<file path="src/rtl/moesi_pkg.sv">
// Shared MOESI encodings, response-source codes and controller FSM states.
// Latency: none, declarations only.
// Backpressure: not applicable.
package moesi_pkg;

  localparam int MAX_PROC = 16;

  typedef enum logic [2:0] {
    ST_I = 3'b000,
    ST_S = 3'b001,
    ST_E = 3'b010,
    ST_O = 3'b011,
    ST_M = 3'b100
  } moesi_t;

  typedef enum logic [1:0] {
    SRC_HIT = 2'b00,
    SRC_MEM = 2'b01,
    SRC_C2C = 2'b10
  } src_t;

  typedef enum logic [2:0] {
    FSM_IDLE,
    FSM_LOOKUP,
    FSM_INVAL,
    FSM_MEM,
    FSM_RESP
  } fsm_t;

  // Number of set bits in an invalidation mask (at most MAX_PROC wide).
  function automatic logic [4:0] popcnt16(input logic [MAX_PROC-1:0] v);
    logic [4:0] c;
    c = '0;
    for (int i = 0; i < MAX_PROC; i++) c = c + {4'b0, v[i]};
    return c;
  endfunction

endpackage

</file>
<file path="src/rtl/moesi_line_next.sv">
// Next directory row for one line given a requester and op, plus invalidation mask.
// Latency: purely combinational.
// Backpressure: none, evaluated whenever the row or request changes.
module moesi_line_next
  import moesi_pkg::*;
#(
  parameter int NUM_PROC = 4,
  parameter int PID_W    = 2
) (
  input  logic [3*NUM_PROC-1:0] row,
  input  logic [PID_W-1:0]      proc,
  input  logic                  write,
  output logic [3*NUM_PROC-1:0] nxt_row,
  output logic [NUM_PROC-1:0]   inv_mask,
  output logic [2:0]            fin_state,
  output logic [1:0]            src,
  output logic                  fetch,
  output logic                  err
);

  logic [2:0] my_st;
  logic       owner_hit;
  logic       any_other;

  // Summarise the row: requester's own state and what the other processors hold.
  always_comb begin
    err       = (int'(proc) >= NUM_PROC);
    my_st     = ST_I;
    owner_hit = 1'b0;
    any_other = 1'b0;
    for (int p = 0; p < NUM_PROC; p++) begin
      if (p == int'(proc)) begin
        my_st = row[3*p +: 3];
      end else if (row[3*p +: 3] != ST_I) begin
        any_other = 1'b1;
        if (row[3*p +: 3] inside {ST_E, ST_O, ST_M}) owner_hit = 1'b1;
      end
    end
  end

  // Apply the MOESI transition; an out-of-range requester leaves the row untouched.
  always_comb begin
    nxt_row   = row;
    inv_mask  = '0;
    fin_state = ST_I;
    src       = SRC_HIT;
    fetch     = 1'b0;
    if (!err) begin
      if (!write) begin
        if (my_st != ST_I) begin
          fin_state = my_st;
        end else begin
          fin_state = any_other ? ST_S : ST_E;
          src       = owner_hit ? SRC_C2C : SRC_MEM;
          fetch     = !owner_hit;
          // The supplier downgrades: M keeps ownership as O, E drops to S.
          for (int p = 0; p < NUM_PROC; p++) begin
            if (p != int'(proc)) begin
              if (row[3*p +: 3] == ST_M)      nxt_row[3*p +: 3] = ST_O;
              else if (row[3*p +: 3] == ST_E) nxt_row[3*p +: 3] = ST_S;
            end
          end
        end
      end else begin
        fin_state = ST_M;
        for (int p = 0; p < NUM_PROC; p++) begin
          if (p != int'(proc) && row[3*p +: 3] != ST_I) begin
            inv_mask[p]       = 1'b1;
            nxt_row[3*p +: 3] = ST_I;
          end
        end
        if (my_st == ST_I) begin
          src   = owner_hit ? SRC_C2C : SRC_MEM;
          fetch = !owner_hit;
        end
      end
      for (int p = 0; p < NUM_PROC; p++) begin
        if (p == int'(proc)) nxt_row[3*p +: 3] = fin_state;
      end
    end
  end

endmodule

</file>
<file path="src/rtl/moesi_directory_ctrl.sv">
// MOESI directory controller: serial requests against a per-line, per-processor state table.
// Latency: response 1 + invalidations + (MEM_LAT when fetching) cycles after acceptance.
// Backpressure: req_ready only while idle; response held stable until resp_ready.
module moesi_directory_ctrl
  import moesi_pkg::*;
#(
  parameter  int NUM_PROC  = 4,
  parameter  int NUM_LINES = 8,
  parameter  int MEM_LAT   = 3,
  localparam int PID_W     = (NUM_PROC > 2) ? $clog2(NUM_PROC) : 1,
  localparam int LINE_W    = $clog2(NUM_LINES)
) (
  input  logic                  clk,
  input  logic                  reset_n,
  input  logic                  req_valid,
  output logic                  req_ready,
  input  logic [PID_W-1:0]      req_proc,
  input  logic [LINE_W-1:0]     req_line,
  input  logic                  req_write,
  output logic                  resp_valid,
  input  logic                  resp_ready,
  output logic [PID_W-1:0]      resp_proc,
  output logic [LINE_W-1:0]     resp_line,
  output logic [2:0]            resp_state,
  output logic [1:0]            resp_src,
  output logic [4:0]            resp_inv_cnt,
  output logic                  resp_err,
  input  logic [LINE_W-1:0]     qry_line,
  output logic [3*NUM_PROC-1:0] qry_states
);

  localparam logic [4:0] MEM_CNT = 5'(MEM_LAT - 1);

  fsm_t                  state_q, state_d;
  logic [4:0]            cnt_q, cnt_d;
  logic [PID_W-1:0]      cur_proc_q, cur_proc_d;
  logic [LINE_W-1:0]     cur_line_q, cur_line_d;
  logic                  cur_write_q, cur_write_d;
  logic [PID_W-1:0]      resp_proc_q, resp_proc_d;
  logic [LINE_W-1:0]     resp_line_q, resp_line_d;
  logic [2:0]            resp_state_q, resp_state_d;
  logic [1:0]            resp_src_q, resp_src_d;
  logic [4:0]            resp_inv_cnt_q, resp_inv_cnt_d;
  logic                  resp_err_q, resp_err_d;
  logic [3*NUM_PROC-1:0] dir_q [NUM_LINES];
  logic [3*NUM_PROC-1:0] dir_d [NUM_LINES];

  logic [3*NUM_PROC-1:0] cur_row, ln_row;
  logic [NUM_PROC-1:0]   ln_mask;
  logic [MAX_PROC-1:0]   mask16;
  logic [4:0]            inv_cnt;
  logic [2:0]            ln_fin;
  logic [1:0]            ln_src;
  logic                  ln_fetch, ln_err, commit;

  assign cur_row    = dir_q[cur_line_q];
  assign qry_states = dir_q[qry_line];

  moesi_line_next #(.NUM_PROC(NUM_PROC), .PID_W(PID_W)) u_line_next (
    .row       (cur_row),
    .proc      (cur_proc_q),
    .write     (cur_write_q),
    .nxt_row   (ln_row),
    .inv_mask  (ln_mask),
    .fin_state (ln_fin),
    .src       (ln_src),
    .fetch     (ln_fetch),
    .err       (ln_err)
  );

  // Invalidation count: one INVAL cycle per processor losing its copy.
  always_comb begin
    mask16                 = '0;
    mask16[NUM_PROC-1:0]   = ln_mask;
    inv_cnt                = popcnt16(mask16);
  end

  // FSM state register; reset aborts any transaction in flight.
  always_ff @(posedge clk or negedge reset_n) begin
    if (!reset_n) state_q <= FSM_IDLE;
    else          state_q <= state_d;
  end

  // FSM next state and phase counter (counts down to zero within INVAL/MEM).
  always_comb begin
    state_d = state_q;
    cnt_d   = cnt_q;
    case (state_q)
      FSM_IDLE:   if (req_valid) state_d = FSM_LOOKUP;
      FSM_LOOKUP: begin
        if (inv_cnt != 5'd0) begin
          state_d = FSM_INVAL;
          cnt_d   = inv_cnt - 5'd1;
        end else if (ln_fetch) begin
          state_d = FSM_MEM;
          cnt_d   = MEM_CNT;
        end else begin
          state_d = FSM_RESP;
        end
      end
      FSM_INVAL: begin
        if (cnt_q != 5'd0) begin
          cnt_d = cnt_q - 5'd1;
        end else if (ln_fetch) begin
          state_d = FSM_MEM;
          cnt_d   = MEM_CNT;
        end else begin
          state_d = FSM_RESP;
        end
      end
      FSM_MEM: begin
        if (cnt_q != 5'd0) cnt_d = cnt_q - 5'd1;
        else               state_d = FSM_RESP;
      end
      FSM_RESP:   if (resp_ready) state_d = FSM_IDLE;
      default:    state_d = FSM_IDLE;
    endcase
  end

  // FSM outputs; ready is also held low while reset is asserted.
  always_comb begin
    req_ready    = reset_n && (state_q == FSM_IDLE);
    resp_valid   = (state_q == FSM_RESP);
    resp_proc    = resp_proc_q;
    resp_line    = resp_line_q;
    resp_state   = resp_state_q;
    resp_src     = resp_src_q;
    resp_inv_cnt = resp_inv_cnt_q;
    resp_err     = resp_err_q;
  end

  // Capture the request, and commit row + response together on entry to RESP.
  always_comb begin
    commit         = (state_d == FSM_RESP) && (state_q != FSM_RESP);
    cur_proc_d     = cur_proc_q;
    cur_line_d     = cur_line_q;
    cur_write_d    = cur_write_q;
    resp_proc_d    = resp_proc_q;
    resp_line_d    = resp_line_q;
    resp_state_d   = resp_state_q;
    resp_src_d     = resp_src_q;
    resp_inv_cnt_d = resp_inv_cnt_q;
    resp_err_d     = resp_err_q;
    dir_d          = dir_q;
    if (state_q == FSM_IDLE && req_valid) begin
      cur_proc_d  = req_proc;
      cur_line_d  = req_line;
      cur_write_d = req_write;
    end
    if (commit) begin
      resp_proc_d         = cur_proc_q;
      resp_line_d         = cur_line_q;
      resp_state_d        = ln_fin;
      resp_src_d          = ln_src;
      resp_inv_cnt_d      = inv_cnt;
      resp_err_d          = ln_err;
      dir_d[cur_line_q]   = ln_row;
    end
  end

  // Datapath and directory registers.
  always_ff @(posedge clk or negedge reset_n) begin
    if (!reset_n) begin
      cnt_q          <= '0;
      cur_proc_q     <= '0;
      cur_line_q     <= '0;
      cur_write_q    <= 1'b0;
      resp_proc_q    <= '0;
      resp_line_q    <= '0;
      resp_state_q   <= '0;
      resp_src_q     <= '0;
      resp_inv_cnt_q <= '0;
      resp_err_q     <= 1'b0;
      for (int i = 0; i < NUM_LINES; i++) dir_q[i] <= '0;
    end else begin
      cnt_q          <= cnt_d;
      cur_proc_q     <= cur_proc_d;
      cur_line_q     <= cur_line_d;
      cur_write_q    <= cur_write_d;
      resp_proc_q    <= resp_proc_d;
      resp_line_q    <= resp_line_d;
      resp_state_q   <= resp_state_d;
      resp_src_q     <= resp_src_d;
      resp_inv_cnt_q <= resp_inv_cnt_d;
      resp_err_q     <= resp_err_d;
      for (int i = 0; i < NUM_LINES; i++) dir_q[i] <= dir_d[i];
    end
  end

endmodule

</file>
<file path="config.mk">
export PLATFORM = sky130hd
export DESIGN_NAME = moesi_directory_ctrl
export DESIGN_NICKNAME = d
export VERILOG_FILES = /design/src/rtl/moesi_pkg.sv /design/src/rtl/moesi_line_next.sv /design/src/rtl/moesi_directory_ctrl.sv
export SDC_FILE = /design/constraint.sdc
export NUM_CORES = 1
export LEC_CHECK = 0
export CAP_MARGIN = 5
export CORE_UTILIZATION = 40
export CTS_CLUSTER_DIAMETER = 50
export CTS_CLUSTER_SIZE = 8
export DETAILED_ROUTE_END_ITERATION = 16
export GPL_TIMING_DRIVEN = 0
export SYNTH_ARGS = -nofsm -noshare
export SYNTH_HDL_FRONTEND = slang
export SYNTH_HIERARCHICAL = 1
export SYNTH_SLANG_ARGS = --single-unit
</file>
<file path="constraint.sdc">
create_clock -name clk -period 4.35 [get_ports clk]
set_clock_uncertainty 0.1 [all_clocks]
set_input_delay 0.6525 -clock clk [delete_from_list [all_inputs] [get_ports clk]]
set_output_delay 0.6525 -clock clk [all_outputs]
set_load 0.01 [all_outputs]
</file>
==> metrics.md, run 1 <==
| Metric | Value |
|---|---|
| Status | finished, violations left |
| Failing checks | DRC, setup timing |
| Vias per inst | 6.60 |
| Starting Density | around 41% |
| Initial antenna violation count | 0 |
| Routability cong. | between 0.9 and 1 |
| Clock tree buffer depth | 2 |
| Worst Max-Slew Pin Slew | about 0.94 ns |
| Cell count after synthesis | between 600 and 700 |
| Post-Synthesis Mean Instance Area | 11.7 sq um |
| Vias | about 6.7k |
| Final wirelength | approximately 27000 um |
| Kind of cell adding the most delay to the critical path | simple AND/OR/NAND/NOR gates |
| Synthesized flop and latch total | about 120 |
| Clk pin slew, worst setup/hold paths | around 0.060 ns |
| Ys Warns | 6 |
| Prevailing post-synth register cell | dfrtp_1 |
| Setup violations, final | 112 |
| Worst Slack Setup Final | -0.307 ns |
| Die X | approximately 140 um |
| WP data arrival | between 4 and 5 ns |
| CP max stage delay | about 0.5 ns |
| Overall die area | 0.0192 sq mm |
| Max Slew Vio Count | 0 |
| IO buf count | 38 |
| CTS tree | yes |
| Crit-path max FO | 7 |
| Startpoint types | flop |
| Vias in the first global route | between 6k and 7k |
| Worst path bufs/invs | 7 |
| Fin nets | just under 800 |
| Max-cap viol count | 0 |
| Crit path kind | flop to flop |
| Post-synth EDFFs | 0 |
| Worst Hold Class | input port to async pin |
| Synth-to-layout area growth | 35.3% |
| Std cell rows | 49 |
| Routed Antenna Nets | 0 |
| Clock Sinks | between 100 and 150 |
| Fmax | approximately 210 MHz |
| Cts bufs inserted | 17 |
| RSZ-0062 raised after global routing | yes |
| Sequential fraction of the synthesis area | 41.7% |
| Data required time of the critical path | 4.56 ns |
| Pwr dens | 1010 mW/mm^2 |
| Most common cell on crit path | ha_4 |
| Diode count | 0 |
| Gr ovfl total | 0 |
| Peak supply drop | about 440 uV |
| Initial DRT Pass Iterations | 12 |
| Area of the multi-input gates | about 0.0045 sq mm |
| Worst Setup End Kind | flop |
| Fillers | around 1.5k |
| I/O pins | 43 |
| Master cell of the clock root buffer | clkbuf_16 |
| Share of layout cells above drive strength 1 | around two fifths |
| Final cycle utilization of the critical path | 107% |
| Drc violations | 12 |
| Core Box Area | ~0.018 sq mm |
| Cells after DPL | between 900 and 1k |
| Clock period minus worst slack | between 4 and 5 ns |
| Leakage power | 4.34 nW |
| Sequential Area | slightly above 0.003 sq mm |
| Largest net degree at the start of global routing | between 60 and 70 |
| Critical-path top delay cell | dfrtp_2 |
| Power Total | approximately 0.010 W |
| Final hold violations | 0 |
| Async S/R FF share, synth | 100% |
| Final HPWL DP | roughly 17000 um |
| First-pass GRT wire length | slightly above 40000 um |
| Total global-route track usage | roughly 28% |
| Average routed wire per standard cell | between 20 and 30 um |
| Finished Layout Cells | around 1.0k |
| H-tree Lvls | 4 |
| Height of the die | 138 um |
| Max transition margin | a little under two fifths |
| Drt initial violations | slightly above 800 |
| Clk_lat worst skew | 0.43 ns |
| Post-synthesis instance area | ~0.0074 sq mm |
| Netlist cell types | a little over 70 |
| CP Cell Sequence | buf_6, and2_4, a22o_1, or3_4, or3_4, and3_4, inv_2, fa_1, inv_2, ha_4, inv_4, ha_4, inv_4, ha_4, nand2b_4, nor3_4, buf_6, o2111a_2, clkbuf_16, mux2_4 |
-- path summary, 6_finish.rpt --
check / startpoint / to / slack, ns / cells after the start
min reg2reg: resp_state[0]$_DFFE_PN0P_ / resp_state[0]$_DFFE_PN0P_ / 0.41 / 1
min: reset_n / cnt_q[3]$_DFFE_PN0P_ / 0.12 / 1
max reg2reg: cur_line_q[0]$_DFFE_PN0P_ / dir_q[42]$_DFFE_PN0P_ / -0.31 / 20
min in group clk: resp_state[0]$_DFFE_PN0P_ / resp_state[0]$_DFFE_PN0P_ / 0.41 / 1
max in group asynchronous: reset_n / dir_q[5]$_DFFE_PN0P_ / 3.29 / 2
max: cur_line_q[0]$_DFFE_PN0P_ / dir_q[42]$_DFFE_PN0P_ / -0.31 / 20
-- cell usage after synthesis, drive strengths merged, types with 2 or more instances --
master   instances  share of area [%]
o311ai           4               0.47
nor3            15                1.2
o21ai           11               0.79
nand2b           9               0.76
nor2            26                1.3
conb             2               0.10
a221oi          11                1.3
a22o            76                8.9
inv             20                1.0
or3              6               0.50
a211oi           3               0.30
nand4b           2               0.24
ha               9                1.5
nor2b           15                1.3
nor3b            8               0.81
buf             28                2.5
a31oi            6               0.50
and3             3               0.25
o211a           13                1.7
a22oi            5               0.50
o2bb2ai          4               0.47
o221ai           4               0.47
or2              3               0.25
mux2            62                9.9
nand2           21                1.1
mux2i           11                1.5
mux4            30                9.1
a2bb2oi          2               0.24
o22ai            4               0.34
o22a             5               0.59
and2             5               0.42
clkbuf          23                1.2
nand3            5               0.34
dfrtp          124                 42
o211ai          20                2.0
a21oi           17                1.2
-- through the flow --
stage	area [sq um]	hold WS, ns	TNS (ns)	setup WS (ns)	util (%)
after global placement	8240	0.391	-429.85	-2.79	45.6
final	10100	0.119	-23.77	-0.307	55.7
after global routing	10100	0.169	-37.00	-0.419	55.7
after CTS	9880	0.146	-24.96	-0.331	54.6
after detailed placement	8270	0.396	-145.73	-1.42	45.7
after floorplan	7570	0.257	-1.21	-0.0880	-
-- flip-flops by register name (all words and copies together), names as in the netlist, 2 cells and up --
| register | count |
|---|---|
| resp_line | 3 |
| state_q | 3 |
| resp_src | 2 |
| cur_line_q | 3 |
| resp_inv_cnt | 3 |
| dir_q | 96 |
| cur_proc_q | 2 |
| cnt_q | 5 |
| resp_state | 3 |
| resp_proc | 2 |
-- kinds of logic after synthesis --
logic type	synth area share, %
multiplexers	20.4
AND/OR/NAND/NOR	9.34
XOR/XNOR	0.235
buffers and inverters	4.71
flip-flops	41.7
adder cells (fa/ha/maj)	1.78
other	0.101
AO/OA/AOI/OAI	21.7
-- report_power, final --
| group | internal, W | switching, W | total, W |
|---|---|---|---|
| Sequential | 0.00160 | 0.000448 | 0.00205 |
| Combinational | 0.00327 | 0.00342 | 0.00669 |
| Clock | 0.000843 | 0.000568 | 0.00141 |
-- per-layer routing --
layer	GRT usage [%]	part of all wire, %
met1	36.8	41
met2	45.3	48
met3	5.23	7.5
met4	13.4	4.1
met5	0	0
-- area by class of cell --
cell class              count  area share, %
multi-input cells         443           44.6
flip-flops and latches    124           30.8
well taps                 229           2.84
inverters                  21          0.882
clock inverters            14           1.47
clock buffers              18           4.26
repair buffers            113           10.9
plain buffers              48           4.28
-- timing repair --
| action | CTS | global route |
|---|---|---|
| setup buffers | 51 | 22 |
| hold buffers | 0 | 0 |
| endpoints found under the setup margin | 118 | 118 |
| cloned | 7 | 3 |
| resized for setup | 123 | 41 |
| pin swaps | 49 | 28 |
| endpoints found under the hold margin | 0 | 0 |
-- placed cells by master (no fill, tap or decap), drive strengths merged, types with 6 or more instances in the layout --
cell	n
a22o	76
a21oi	17
mux2i	11
nand2	21
o211a	13
o21ai	11
a31oi	6
o211ai	20
inv	21
nor2b	15
nor3b	8
clkbuf	40
ha	9
a221oi	11
buf	102
dfrtp	124
mux2	62
clkdlybuf4s50	37
clkinv	8
mux4	30
or3	6
nand2b	9
nor2	26
nor3	15
-- worst register-to-register path: stages, from the launching register on --
cell	delay, ns
dfrtp_2	0.49
buf_6	0.16
and2_4	0.15
a22o_1	0.23
or3_4	0.42
or3_4	0.41
and3_4	0.18
inv_2	0.05
fa_1	0.44
inv_2	0.09
ha_4	0.14
inv_4	0.04
ha_4	0.22
inv_4	0.07
ha_4	0.15
nand2b_4	0.08
nor3_4	0.23
buf_6	0.16
o2111a_2	0.27
clkbuf_16	0.18
mux2_4	0.30
(Power assumes the default switching activity.)
==> run 2: changes to the inputs <==
Settings changed: ABC_CLOCK_PERIOD_IN_PS from default to 4350, PLACE_DENSITY_LB_ADDON from default to 0.12.
==> run 2 against run 1 <==
The run still ends with DRC, setup timing left. Sequential power shrank 2%. Non-clock buffer count is 5 lower. Cell area is 0.52% lower. Sequential share of layout area is 0.15 points higher. Sequential cell count unchanged. Combinational power shrank 3.6%.
==> metrics.md, run 2 (same netlist as run 1, synthesis figures left out) <==
| Metric | Value |
|---|---|
| Average routed wire per standard cell | 27.0 um |
| Hold WS | 0.0878 ns |
| Commonest non-fill, non-tap cells in the layout | dfrtp_1 (122), a22o_1 (76), buf_4 (54) |
| Largest regs | dir_q: 96 flops, cnt_q: 5 flops |
| Most common cell after layout, fill and taps aside | dfrtp_1 |
| Clk_lat worst skew | 0.43 ns |
| Clock tree buffer depth | 2 |
| Vias per inst | about 6.6 |
| Worst Slack Setup Final | -0.334 ns |
| Worst Max-Slew Pin Slew | approximately 1.0 ns |
| Share of layout cells above drive strength 1 | a little under two fifths |
| RSZ-0062 raised after global routing | yes |
| Overall die area | roughly 0.019 sq mm |
| RR Endpoint | dir_q[93]$_DFFE_PN0P_ |
| Crit-path max FO | 7 |
| Final hold violations | 0 |
| Routed Antenna Nets | 0 |
| Max transition margin | 30.5% |
| Fmax | between 200 and 250 MHz |
| Initial antenna violation count | 0 |
| Fillers | about 1.5k |
| Area after DPL | between 0.008 and 0.009 sq mm |
| Setup WS pre-CTS | -1.83 ns |
| Leakage power | 4.33 nW |
| Setup tns final | -26.56 ns |
| Flop2flop setup slack | -0.33 ns |
| Failing checks | DRC, setup timing |
| Drt initial violations | 735 |
| Reg-to-Reg Start | cur_line_q[1]$_DFFE_PN0P_ |
| Master cell of the clock root buffer | clkbuf_16 |
| Status | finished, violations left |
| Synth-to-layout area growth | 34.6% |
| Layout Utilization | between 50% and 60% |
| Cts bufs inserted | 17 |
| Die X | roughly 140 um |
| Total global-route track usage | about 29% |
| CTS tree | yes |
| Peak supply drop | about 860 uV |
| Top reg by flops | dir_q |
| I/O pins | 43 |
| Std cell rows | 49 |
| Largest net degree at the start of global routing | 70 |
| WP data arrival | slightly below 5 ns |
| Routability cong. | 0.902 |
| Fin nets | around 790 |
| Startpoint types | flop |
| Core Box Area | approximately 0.018 sq mm |
| Clock period minus worst slack | 4.68 ns |
| Setup violations, final | between 100 and 150 |
| Vias in the first global route | between 6k and 7k |
| Initial DRT Pass Iterations | 11 |
| Data required time of the critical path | 4.56 ns |
| Clock Sinks | roughly 120 |
| Final instance area | ~0.010 sq mm |
| Clk pin slew, worst setup/hold paths | approximately 0.060 ns |
| Max reg flops | 96 |
| Starting Density | roughly 41% |
| Crit path kind | flop to flop |
| H-tree Lvls | 4 |
| IO buf count | 38 |
| Worst Setup End Kind | flop |
| Max Slew Vio Count | 0 |
| Final cycle utilization of the critical path | 108% |
| Worst Hold Class | input port to async pin |
| Worst reg2reg path depth | 20 |
| Drc violations | 4 |
| Gr ovfl total | 0 |
| Max-cap viol count | 0 |
| Pwr dens | between 900 and 1000 mW/mm^2 |
| First-pass GRT wire length | 40700 um |
| Height of the die | 138 um |
| Final wirelength | 27200 um |
| Final HPWL DP | about 17000 um |
| Diode count | 0 |
| Vias | around 6.6k |
==> run 2: worst max-delay path, cell delays in order (launching register included) <==
cell and delay [ns]:
dfrtp_1 0.41, buf_6 0.16, nor2b_4 0.16, a221oi_2 0.25, nor2_1 0.08, or3_4 0.42
or3_4 0.39, and3_4 0.18, inv_2 0.05, fa_1 0.41, inv_1 0.07, ha_2 0.18
inv_2 0.05, ha_4 0.25, inv_4 0.06, ha_4 0.13, nor3b_4 0.25, nand2b_4 0.10
a21oi_4 0.26, buf_6 0.20, mux2_2 0.36
==> run 2: layout make-up <==
type,instances,area [sq um],area share [%]
buffer,47,393,3.92
clock buffer,27,523,5.22
clock inverter,5,103,1.02
inverter,21,86.3,0.861
multi-input combinational,443,4460,44.5
sequential,124,3110,31.0
tap,229,287,2.86
timing repair buffer,109,1070,10.7
==> run 2: through the flow <==
step	total power (W)	cells
after floorplan	0.00532	639
after global routing	0.0105	1005
after global placement	0.00680	906
after CTS	0.00923	989
after detailed placement	0.00687	907
final	0.00999	1005
==> run 2: worst max-delay path by stage <==
| stage | from | slack (ns) | cells after the start | to |
|---|---|---|---|---|
| 2_1_floorplan | cur_line_q[1]$_DFFE_PN0P_ | -0.09 | 21 | dir_q[37]$_DFFE_PN0P_ |
| 3_3_place_gp | reset_n | -2.92 | 1 | cur_line_q[0]$_DFFE_PN0P_ |
| 3_5_place_dp | cur_line_q[1]$_DFFE_PN0P_ | -1.83 | 21 | dir_q[76]$_DFFE_PN0P_ |
| 4_1_cts | cur_line_q[1]$_DFFE_PN0P_ | -0.31 | 24 | dir_q[46]$_DFFE_PN0P_ |
| 5_1_grt | cur_line_q[1]$_DFFE_PN0P_ | -0.45 | 22 | dir_q[49]$_DFFE_PN0P_ |
| 6_report | cur_line_q[1]$_DFFE_PN0P_ | -0.33 | 20 | dir_q[93]$_DFFE_PN0P_ |
==> run 2: layer usage <==
layer  part of all wire, %  track usage, %  routed length [um]
met1                    43            39.4               11700
met2                    45            42.6               12100
met3                   8.5            6.55                2320
met4                   3.8            13.0                1020
met5                     0               0                   0
==> run 2: power breakdown <==
group	internal, W	total [W]	switching (W)
clock network	0.000993	0.00152	0.000529
registers	0.00160	0.00201	0.000412
logic	0.00311	0.00645	0.00334
total	0.00570	0.00999	0.00429
==> run 2: what timing repair did <==
action | in CTS | in global routing
setup buffers | 47 | 20
gates resized for setup | 86 | 71
gates cloned | 4 | 5
hold endpoints to repair | 0 | 0
hold buffers | 0 | 0
endpoints found under the setup margin | 118 | 116
pin swaps | 49 | 28
